$ cat config.mk
export PLATFORM = sky130hd
export DESIGN_NAME = fetch_unit
export DESIGN_NICKNAME = d
export VERILOG_FILES = /design/src/rtl/fetch_unit.sv
export SDC_FILE = /design/constraint.sdc
export NUM_CORES = 1
export LEC_CHECK = 0
export CORE_MARGIN = 1
export CORE_UTILIZATION = 41
export DETAILED_ROUTE_END_ITERATION = 6
export PLACE_DENSITY = 0.69
export SLEW_MARGIN = 30
export SYNTH_ARGS = -nofsm -noshare
export SYNTH_HDL_FRONTEND = slang
export SYNTH_SLANG_ARGS = --single-unit
$ cat constraint.sdc
create_clock -name clk -period 3.8 [get_ports clk]
set_input_delay 0.95 -clock clk [delete_from_list [all_inputs] [get_ports clk]]
set_output_delay 0.95 -clock clk [all_outputs]
set_load 0.01 [all_outputs]
$ cat src/rtl/fetch_unit.sv
// Instruction fetch and issue unit: fetches one word at a time, holds it for the
// decoder/execute stage, and computes the next PC from the decoder and ALU feedback.
module fetch_unit #(
  parameter logic [31:0] RESET_PC    = 32'h0000_0000,
  parameter logic [5:0]  HALT_OPCODE = 6'b111111
) (
  input  logic        clk,
  input  logic        rst_n,
  output logic        imem_req,
  output logic [31:0] imem_addr,
  input  logic        imem_ack,
  input  logic [31:0] imem_rdata,
  output logic [31:0] instr,
  output logic [5:0]  opcode,
  output logic [31:0] pc,
  output logic        instr_valid,
  input  logic        instr_accept,
  input  logic        branch,
  input  logic        jump,
  input  logic        invertzero,
  input  logic        zero,
  output logic        halted,
  output logic [31:0] instr_count
);

  typedef enum logic [1:0] {
    StIdle,
    StFetch,
    StIssue,
    StHalt
  } state_e;

  localparam logic [31:0] PcInit = {RESET_PC[31:2], 2'b00};

  state_e      state_q, state_d;
  logic [31:0] pc_q, pc_d;
  logic [31:0] instr_q, instr_d;
  logic [31:0] count_q, count_d;

  logic [31:0] pc4;
  logic [31:0] br_off;
  logic [31:0] next_pc;

  // Jump beats a taken branch, which beats sequential flow.
  always_comb begin
    pc4    = pc_q + 32'd4;
    br_off = {{14{instr_q[15]}}, instr_q[15:0], 2'b00};
    if (jump) begin
      next_pc = {pc4[31:28], instr_q[25:0], 2'b00};
    end else if (branch && (zero ^ invertzero)) begin
      next_pc = pc4 + br_off;
    end else begin
      next_pc = pc4;
    end
  end

  always_comb begin
    state_d     = state_q;
    pc_d        = pc_q;
    instr_d     = instr_q;
    count_d     = count_q;
    imem_req    = 1'b0;
    instr_valid = 1'b0;
    halted      = 1'b0;
    unique case (state_q)
      StIdle: begin
        state_d = StFetch;
      end
      StFetch: begin
        imem_req = 1'b1;
        if (imem_ack) begin
          instr_d = imem_rdata;
          state_d = StIssue;
        end
      end
      StIssue: begin
        instr_valid = 1'b1;
        if (instr_accept) begin
          pc_d    = next_pc;
          count_d = count_q + 32'd1;
          state_d = (instr_q[31:26] == HALT_OPCODE) ? StHalt : StFetch;
        end
      end
      StHalt: begin
        halted = 1'b1;
      end
      default: begin
        state_d = StIdle;
      end
    endcase
  end

  always_ff @(posedge clk or negedge rst_n) begin
    if (!rst_n) begin
      state_q <= StIdle;
      pc_q    <= PcInit;
      instr_q <= 32'h0;
      count_q <= 32'h0;
    end else begin
      state_q <= state_d;
      pc_q    <= pc_d;
      instr_q <= instr_d;
      count_q <= count_d;
    end
  end

  assign imem_addr   = pc_q;
  assign pc          = pc_q;
  assign instr       = instr_q;
  assign opcode      = instr_q[31:26];
  assign instr_count = count_q;

endmodule

==> key figures <==
Route
  – Post-DR vias/cell: 5.50
  – M1 WL: between 8000 and 9000 um
  – Routed WL: 19200 um
  – Initial drt markers: roughly 400
  – Top layer in use: met4
  – Pre-antenna DRT Iters: 5
  – Met3 WL post-DR: around 850 um
  – Routed via count: between 6000 and 7000
  – Drt wl/cell: about 17 um
  – WL met2: 9030 um
  – Number of remaining DRC errors: 0
  – Final ANT Viol Nets: 0

Synthesis
  – Post-Syn Area per Cell: 9.16 um2
  – Netlist cell types: 64
  – Post-synth EDFFs: 0
  – Synth Flop Type: dfrtp_1
  – Gate Count Post-Synth: 747
  – Synthesized area: 6840 um2
  – Register bit total from synthesis: 96
  – Post-synthesis sequential area ratio: 35.1%
  – Synth warnings: 0
  – Post-synth ARST share: 100%

Global route
  – Largest net degree at the start of global routing: 60
  – First-pass GRT wire length: 31200 um
  – Vias in the first global route: 5788
  – Initial antenna violation count: 0
  – GR Overflow Total: 0
  – GRT Total Usage: between 20% and 30%

Floorplanning
  – Top Ports: 177
  – CORE AREA: about 16000 um2
  – Die area: about 17000 um2
  – Chip Height: 131 um
  – Die width: ~130 um
  – Core Rows: 46
  – Initial core utilization: 42.5%

Critical path
  – Critical path launch point type: register
  – Worst path slowest cell: or4_1
  – Delay-heaviest family, CP: simple AND/OR/NAND/NOR gates
  – CP Buf/Inv Count: 0
  – Critical Path Sink Type: register
  – CP Data Arrival Time: 3.89 ns
  – Critical Path RT: 4.09 ns
  – CP Max Fanout: 7
  – CP Class: register to register
  – Slowest Stage Delay on Critical Path: about 0.52 ns
  – Most used cell, CP: nand3_1
  – Cell chain of the critical path: and4_2 > nand4_1 > nor2_2 > nand3_1 > nor3_1 > xor2_1 > ha_2 > nand3_1 > or4_1 > a211o_1 > nand2_1 > mux2i_1 > xnor2_1

Placed design
  – Gp weighted congestion: between 0.9 and 1
  – Dpl hpwl: 14400 um
  – Buffers on Ports: 172

Pwr
  – Clk pwr share: 12.0%
  – PD cells: 875 nW/um2
  – Total power: 7.93 mW
  – Max VDD drop: 0.455 mV
  – Combinational fraction of design power: 65.0%
  – Flop pwr share: 23.0%
  – NetSw: around 3.5 mW
  – Leak pwr: between 3 and 4 nW
  – Internal power: 4.41 mW
  – Switching Fraction: 44.4%

STA
  – Period utilisation layout: 94.9%
  – WHS: 0.474 ns
  – Final Critical Period: about 3.6 ns
  – Setup Skew: 0.00756 ns
  – Final hold vios: 0
  – Final setup vio count: 0
  – Slew Viols, Final: 0
  – Fmax: 277 MHz
  – RSZ-0062 raised after global routing: true
  – Relative slew slack: 56.6%
  – Worst-margin pin slew: 0.651 ns

Clock tree
  – Clock Tree Buf Depth: 2
  – TritonCTS clock tree: built
  – Clk slew on worst S/H paths: 0.08 ns
  – Hold_buf cts: 0
  – Clock latency on the worst-skew pair: 0.36 ns
  – H-Tree Level Count: 3
  – CTS Sinks: 96
  – Cts bufs inserted: 9
  – Root buffer cell: clkbuf_16

Finish
  – Area of the multi-input gates: 4050 um2
  – Register Area: 2400 um2
  – Finished Core Util: 56.2%
  – Antenna fix cells: 0
  – Fill cell count: 1468
  – Share of layout cells above drive strength 1: 12.1%
  – Final net count: 980
  – Syn-to-layout area delta: 32.4%

Run status
  – Status: completed

Worst hold path
  – Worst min path class: register to register

Run
  – Max-cap viol count: 0
-- cells in the final DEF, fill, tap and decap left out, drive strengths merged, types with 3 or more instances in the layout --
cell and instances:
clkdlybuf4s50 171, dfrtp 96, nand2 73, xnor2 57, nor2 44, ha 43
o21ai 42, a21oi 39, nand3 38, buf 33, mux2 32, xor2 26
a21o 21, and3 21, inv 21, nand4 20, nor3 15, o211ai 12
clkbuf 9, and2 7, a211oi 6, o21bai 5, o31ai 5, mux2i 5
a211o 5, and4 5, a221oi 4, a31oi 4, conb 4, a41oi 4
nor4 3, nor3b 3
-- sequential cells by signal (all words and copies together) (netlist names) --
signal / count
imem_addr: 30
state_q: 2
instr_count: 32
instr: 32
-- logic make-up after synthesis --
family,synth area share [%]
AOI/OAI and AO/OA,16.0
xor gates and xnor gates,10.6
adders and majority gates,8.15
buffers and inverters,6.91
DFF,35.1
muxes,6.00
other,0.0548
and+or+nand+nor,17.1
-- stage by stage --
stage          TNS, ns  cells  instance area (um2)  worst slack, ns
2_1_floorplan        0    750                 6860            0.320
3_3_place_gp         0   1096                 8650            0.147
3_5_place_dp   -0.0875   1096                 8650          -0.0480
4_1_cts              0   1112                 8960           0.0636
5_1_grt         -0.117   1117                 9060          -0.0528
6_report             0   1117                 9060            0.192
-- final timing paths --
kind,depth (start not counted),from,to,slack [ns]
setup reg to reg,13,imem_addr[13]$_DFFE_PN0P_,imem_addr[31]$_DFFE_PN0P_,0.19
min in group asynchronous,1,rst_n,instr[8]$_DFFE_PN0P_,0.61
setup / recovery,13,imem_addr[13]$_DFFE_PN0P_,imem_addr[31]$_DFFE_PN0P_,0.19
max in group asynchronous,2,rst_n,imem_addr[13]$_DFFE_PN0P_,2.40
hold / removal,1,instr_count[31]$_DFFE_PN0P_,instr_count[31]$_DFFE_PN0P_,0.47
hold reg to reg,1,instr_count[31]$_DFFE_PN0P_,instr_count[31]$_DFFE_PN0P_,0.47
-- synth_stat cells, drive strengths merged, types with 2 or more instances --
cell type | number | share of area [%]
nand2 | 73 | 4.0
o21bai | 5 | 0.55
nor4 | 3 | 0.27
a211oi | 6 | 0.66
o31ai | 5 | 0.55
and3 | 21 | 2.0
o21ai | 42 | 3.1
nor3 | 15 | 1.1
o41ai | 2 | 0.26
clkbuf | 23 | 1.3
o211ai | 12 | 1.4
dfrtp | 96 | 35
inv | 16 | 0.88
a31oi | 4 | 0.37
mux2 | 32 | 5.3
a21boi | 2 | 0.22
o22ai | 2 | 0.18
buf | 46 | 4.7
a311oi | 2 | 0.26
a21oi | 39 | 2.9
a221oi | 4 | 0.51
mux2i | 5 | 0.73
a41oi | 4 | 0.73
or3 | 2 | 0.18
xor2 | 26 | 3.3
nor2 | 44 | 2.5
a221o | 2 | 0.29
a22oi | 2 | 0.22
xnor2 | 57 | 7.3
and2 | 7 | 0.64
a2111oi | 2 | 0.35
nor3b | 3 | 0.40
ha | 43 | 7.9
a21o | 21 | 2.3
a211o | 5 | 0.64
nand3 | 38 | 2.8
and4 | 5 | 0.64
nand4 | 20 | 2.0
-- power groups by stage --
stage,clock [mW],combinational (mW),sequential [mW]
global placement,0,5.02,1.83
floorplan,0,3.14,1.94
detailed placement,0,5.03,1.84
global route,1.01,5.64,1.89
CTS,0.971,5.08,1.82
finish,0.952,5.16,1.82
-- what timing repair did --
action | 4_1_cts | 5_1_grt
setup endpoints to repair | 2 | 12
setup buffers | 0 | 5
gates resized for setup | 2 | 18
pin swaps | 0 | 7
-- final cells by class --
type                            count  area share (%)
Multi-Input combinational cell    569            44.7
Sequential cell                    96            26.5
Timing Repair Buffer              204            21.8
Tap cell                          216            2.98
Clock buffer                        9            2.49
Clock inverter                      7           0.898
Inverter                           16           0.663
-- layer usage --
metal,track usage [%],up-vias
li1,-,2947
met1,31.1,2988
met2,36.6,181
met3,2.93,24
met4,7.84,0
met5,0,-
(Power assumes the default switching activity.)
